`src/rtl/fwd_pkg.sv`:
```
// Shared types and helpers for the forwarding scoreboard.
// Entry widths match the default DATA_W/REG_AW of fwd_scoreboard.
package fwd_pkg;

   localparam int FWD_DATA_W = 32;
   localparam int FWD_REG_AW = 5;
   localparam int FWD_SEL_RF = 0;

   typedef struct packed {
      logic                  valid;
      logic [FWD_REG_AW-1:0] rd;
      logic [FWD_DATA_W-1:0] data;
      logic                  ready;
   } fwd_entry_t;

   function automatic int sel_of_stage(input int depth, input int k);
      return depth - k;
   endfunction

endpackage

```
`src/rtl/fwd_src_select.sv`:
```
// Per-source lookup: youngest matching in-flight entry or the RF value.
// Also reports a not-ready (load) hit on a used operand.
module fwd_src_select
   import fwd_pkg::*;
#(
   parameter int DATA_W = 32,
   parameter int REG_AW = 5,
   parameter int DEPTH  = 2,
   parameter int SEL_W  = $clog2(DEPTH+1)
) (
   input  fwd_entry_t        i_entries [DEPTH],
   input  logic              i_used,
   input  logic [REG_AW-1:0] i_addr,
   input  logic [DATA_W-1:0] i_rf_data,
   output logic [DATA_W-1:0] o_op,
   output logic [SEL_W-1:0]  o_sel,
   output logic              o_hazard
);

   logic w_hit;
   logic w_ready;

   // Scan oldest to youngest so the youngest match is the last write.
   always_comb begin
      w_hit   = 1'b0;
      w_ready = 1'b1;
      o_op    = i_rf_data;
      o_sel   = SEL_W'(FWD_SEL_RF);
      for (int k = DEPTH-1; k >= 0; k--) begin
         if (i_entries[k].valid &&
             i_entries[k].rd == i_addr &&
             i_addr != '0) begin
            w_hit   = 1'b1;
            w_ready = i_entries[k].ready;
            o_op    = i_entries[k].data;
            o_sel   = SEL_W'(sel_of_stage(DEPTH, k));
         end
      end
      o_hazard = i_used & w_hit & ~w_ready;
   end

endmodule

```
`src/rtl/fwd_scoreboard.sv`:
```
// Forwarding unit with DEPTH-stage shadow pipeline and load-use stall.
// Define FWD_STATS_EN to add saturating fwd_count/stall_count outputs.
module fwd_scoreboard
   import fwd_pkg::*;
#(
   parameter int DATA_W  = 32,
   parameter int REG_AW  = 5,
   parameter int NUM_SRC = 2,
   parameter int DEPTH   = 2,
   parameter int SEL_W   = $clog2(DEPTH+1)
) (
   input  logic                      clk,
   input  logic                      rst,
   input  logic                      ex_valid,
   input  logic                      ex_wr_en,
   input  logic                      ex_is_load,
   input  logic [REG_AW-1:0]         ex_rd,
   input  logic [DATA_W-1:0]         ex_result,
   input  logic [DATA_W-1:0]         mem_rdata,
   input  logic                      pipe_hold,
   input  logic                      flush,
   input  logic [NUM_SRC-1:0]        src_used,
   input  logic [NUM_SRC*REG_AW-1:0] src_addr,
   input  logic [NUM_SRC*DATA_W-1:0] src_rf_data,
   output logic [NUM_SRC*DATA_W-1:0] op_out,
   output logic [NUM_SRC*SEL_W-1:0]  fwd_sel,
   output logic                      stall,
   output logic                      wb_we,
   output logic [REG_AW-1:0]         wb_rd,
   output logic [DATA_W-1:0]         wb_data
`ifdef FWD_STATS_EN
   ,
   output logic [31:0]               fwd_count,
   output logic [31:0]               stall_count
`endif
);

   fwd_entry_t         r_entries [DEPTH];
   logic [NUM_SRC-1:0] w_haz;
   logic               w_stall;
   logic               w_cap;

   for (genvar i = 0; i < NUM_SRC; i++) begin : g_src
      fwd_src_select #(
         .DATA_W (DATA_W),
         .REG_AW (REG_AW),
         .DEPTH  (DEPTH),
         .SEL_W  (SEL_W)
      ) u_sel (
         .i_entries (r_entries),
         .i_used    (src_used[i]),
         .i_addr    (src_addr[i*REG_AW +: REG_AW]),
         .i_rf_data (src_rf_data[i*DATA_W +: DATA_W]),
         .o_op      (op_out[i*DATA_W +: DATA_W]),
         .o_sel     (fwd_sel[i*SEL_W +: SEL_W]),
         .o_hazard  (w_haz[i])
      );
   end

   assign w_stall = ex_valid & (|w_haz);
   assign stall   = w_stall;
   assign w_cap   = ex_valid & ex_wr_en & (ex_rd != '0) &
                    ~flush & ~w_stall;

   // Load data lands as an entry leaves stage 0.
   always_ff @(posedge clk or posedge rst) begin
      if (rst) begin
         for (int k = 0; k < DEPTH; k++)
            r_entries[k] <= '0;
      end else if (!pipe_hold) begin
         r_entries[0] <= '{valid: w_cap,
                           rd:    ex_rd,
                           data:  ex_result,
                           ready: ~ex_is_load};
         for (int k = 1; k < DEPTH; k++)
            r_entries[k] <= r_entries[k-1];
         if (!r_entries[0].ready) begin
            r_entries[1].data  <= mem_rdata;
            r_entries[1].ready <= 1'b1;
         end
      end
   end

   assign wb_we   = r_entries[DEPTH-1].valid;
   assign wb_rd   = r_entries[DEPTH-1].rd;
   assign wb_data = r_entries[DEPTH-1].data;

`ifdef FWD_STATS_EN
   logic [31:0] r_fwd_count;
   logic [31:0] r_stall_count;

   always_ff @(posedge clk or posedge rst) begin
      if (rst) begin
         r_fwd_count   <= '0;
         r_stall_count <= '0;
      end else if (!pipe_hold) begin
         if ((|fwd_sel) && !w_stall && r_fwd_count != '1)
            r_fwd_count <= r_fwd_count + 32'd1;
         if (w_stall && r_stall_count != '1)
            r_stall_count <= r_stall_count + 32'd1;
      end
   end

   assign fwd_count   = r_fwd_count;
   assign stall_count = r_stall_count;
`endif

endmodule
```
`config.mk`:
```
export PLATFORM = sky130hd
export DESIGN_NAME = fwd_scoreboard
export DESIGN_NICKNAME = d
export VERILOG_FILES = /design/src/rtl/fwd_pkg.sv /design/src/rtl/fwd_src_select.sv /design/src/rtl/fwd_scoreboard.sv
export SDC_FILE = /design/constraint.sdc
export NUM_CORES = 1
export LEC_CHECK = 0
export ABC_AREA = 1
export BUFFER_PORTS_ARGS = -buffer_cell sky130_fd_sc_hd__buf_4
export CORE_MARGIN = 2
export CORE_UTILIZATION = 47
export DETAILED_ROUTE_END_ITERATION = 16
export PLACE_DENSITY = 0.82
export SLEW_MARGIN = 20
export SYNTH_ARGS = -nofsm -noshare
export SYNTH_HDL_FRONTEND = slang
export SYNTH_SLANG_ARGS = --single-unit
export TNS_END_PERCENT = 20
```
`constraint.sdc`:
```
create_clock -name clk -period 2.8 [get_ports clk]
set_input_delay 0.56 -clock clk [delete_from_list [all_inputs] [get_ports clk]]
set_output_delay 0.56 -clock clk [all_outputs]
set_load 0.005 [all_outputs]
```
==> impl_metrics.tcl <==
set metrics [dict create \
    status "finished clean" \
    start_util 0.480 \
    worst_pin_slew_ns 0.779 \
    finalClockSkew_ns 0.0145 \
    ctsHoldBuffers 0 \
    grt_use_total 0.287 \
    synthDominantCellAreaShare 0.377 \
    syn2layout_area_growth_pct 40.6 \
    fillers 973 \
    cp_common_cell "buf_4" \
    synth_cell_type_count 23 \
    syn_inst 686 \
    cts_sinks 78 \
    yosys_warnings 0 \
    htree_num_levels 3 \
    cp_data_arrival_time_ns 2.09 \
    relSlewSlack 0.481 \
    core_mm2 0.0108 \
    max_freq_ghz 0.377 \
    avgSynthCellArea_um2 7.55 \
    ys_ff_latch 78 \
    met3_usage 0.0675 \
    max_stage_delay_ns 0.39 \
    cp.required_ns 2.24 \
    cp-end-kind "output pin" \
    grt_use_met1 0.353 \
    cp_max_fo 13 \
    finalSetupTns_ns 0 \
    io_pins 259 \
    utilization 0.674 \
    layout_min_cycle_time_ns 2.65 \
    place_congestion 0.879 \
    fp-row-count 38 \
    worstSetupPathType "reg -> out" \
    drt_wl_total_mm 17.5 \
    numCtsBuffers 9 \
    grt.overflow.total 0 \
    multi_input_area_mm2 0.00241 \
    routed_via_density 5.35 \
    finalMaxSlewViolations 0 \
    die_h_um 109 \
    syn_area_mm2 0.00518 \
    antenna_found_initial 0 \
    port_buffers 258 \
    grt_pass1_vias 5093 \
    yosysTopAreaCell "dfrtp_1" \
    stdcell_area_mm2 0.00728 \
    grt_max_degree 100 \
    tritoncts "done" \
    detail-route-antenna-nets 0 \
    fin_nets 1048 \
    drive_gt1_frac 0.373 \
    grt_pass1_wl_mm 26.0 \
    top_usage_layer "met2" \
    drc 0 \
    ys_top_cells_by_area "dfrtp_1 (38%), nand2_1 (13%), o221ai_1 (7.8%), o21ai_0 (7.4%), inv_1 (7.0%)" \
    dieArea_mm2 0.0119 \
    ir_drop_v 0.000330 \
    diodes 0 \
    p_per_area_mw_per_mm2 433 \
    cpMaxStageDelayCell "dfrtp_1" \
    die_x_um 109 \
    clock_path_buffers 2 \
    maxCapViolCount 0 \
    insertion_delay_ns 0.34 \
    finalSetupViolCount 0 \
    cts_root_buffer "clkbuf_8" \
    p_leak_uw 0.00384 \
    dpl-instance-area_mm2 0.00690 \
    cp-start-kind "flip-flop" \
    dp_hpwl_mm 12.2 \
    hold_viol 0 \
    hold_class "in -> async" \
    fin_crit_sh 0.948 \
    syn_nets 838 \
    first_pass_iters 7 \
    path_cells "inv_1 > nand2_1 > nand3_1 > nor2_1 > nand3_2 > buf_4 > o221ai_1 > buf_4" \
    drt_iter0_markers 389 \
    yosysSeqAreaShare 0.377 \
    clk_pin_slew_worst_paths_ns 0.09 \
    vias 5568 \
    r2r_slack_ns 1.08 \
    wl_per_cell_um 16.8 \
    total_power_uw 3150 \
    grtUsageMet2 0.478 \
    regArea_mm2 0.00195 \
]
-- critical path, delay by kind of cell (launching register included) --
kind                   cells  cell delay (ns)
buffers and inverters      3             0.56
AO/OA/AOI/OAI              1             0.22
AND/OR/NAND/NOR            4             0.56
flip-flops                 1             0.39
-- flip-flops by register name, summed over array words and instances (netlist names) --
register and count:
wb_we 1, wb_data 32, r_entries 40, wb_rd 5
-- cell families after synthesis --
group                  after synthesis  share of synthesized area
AO/OA/AOI/OAI                      208                      0.270
buffers and inverters              178                      0.173
flip-flops                          78                      0.377
AND/OR/NAND/NOR                    222                      0.179
-- worst paths after layout --
check | start | endpoint | cells past startpoint
max | r_entries[72] | op_out[9] | 8
min in group clk | ex_result[6] | r_entries[46] | 3
min reg2reg | r_entries[0] | r_entries[0] | 2
max reg2reg | wb_rd[1] | r_entries[77] | 12
max in group asynchronous | rst | r_entries[42] | 3
min | rst | wb_data[23] | 2
-- synth_stat cells --
cell,number
o21ai_1,1
buf_2,5
o21ai_0,77
nand3_1,6
buf_4,41
dfrtp_1,78
o221ai_2,18
o221ai_1,46
nand4_1,2
clkbuf_1,23
inv_1,97
nand3_2,2
a21boi_1,1
nor2_4,6
clkinv_1,1
o2111ai_1,1
buf_6,9
nor2_1,19
nor2_2,4
nand2_1,181
a21oi_1,64
inv_2,2
nand2_4,2
-- layout by cell type (no fill, tap or decap), types with 2 or more instances in the layout --
| master | instances |
|---|---|
| inv_1 | 95 |
| o221ai_1 | 40 |
| o221ai_2 | 24 |
| nand3_2 | 2 |
| dfrtp_1 | 77 |
| nand4_1 | 2 |
| clkbuf_8 | 11 |
| buf_4 | 268 |
| nand2_1 | 181 |
| nor2_2 | 4 |
| bufinv_16 | 2 |
| o21ai_0 | 77 |
| a21oi_1 | 64 |
| clkinv_2 | 3 |
| nor2_4 | 7 |
| nand3_1 | 6 |
| inv_2 | 4 |
| nand2_8 | 2 |
| nor2_1 | 19 |
| buf_12 | 6 |
-- repair_timing --
action,4_1_cts,5_1_grt
buffers inserted,2,2
endpoints found under the setup margin,33,33
pin swaps,1,3
gates resized for setup,3,8
gates cloned,1,1
-- cell type report --
class,count,area share
Tap cell,140,0.0241
Clock inverter,4,0.00963
Multi-Input combinational cell,432,0.331
Sequential cell,78,0.268
Clock buffer,11,0.0208
Timing Repair Buffer,275,0.295
Inverter,100,0.0518
-- metrics by stage --
stage	hold WS (ns)	std cells	setup WS [ns]
3_3_place_gp	0.452	1019	-0.00611
2_1_floorplan	0.426	686	0.245
4_1_cts	0.351	1037	0.0442
3_5_place_dp	0.452	1019	-0.0601
5_1_grt	0.366	1040	-0.00875
6_report	0.322	1040	0.146
-- where the power goes --
| group | leakage [uW] | internal [uW] | switching (uW) |
|---|---|---|---|
| Sequential | 0.000923 | 1240 | 62.9 |
| Combinational | 0.00280 | 436 | 461 |
| Clock | 0.000115 | 544 | 404 |
-- routing by layer --
metal	routed length (um)	part of all wire
met5	0	0
met3	1580	0.090
met2	8500	0.49
met1	6900	0.39
met4	540	0.031
Power figures use the tool's default switching activity.
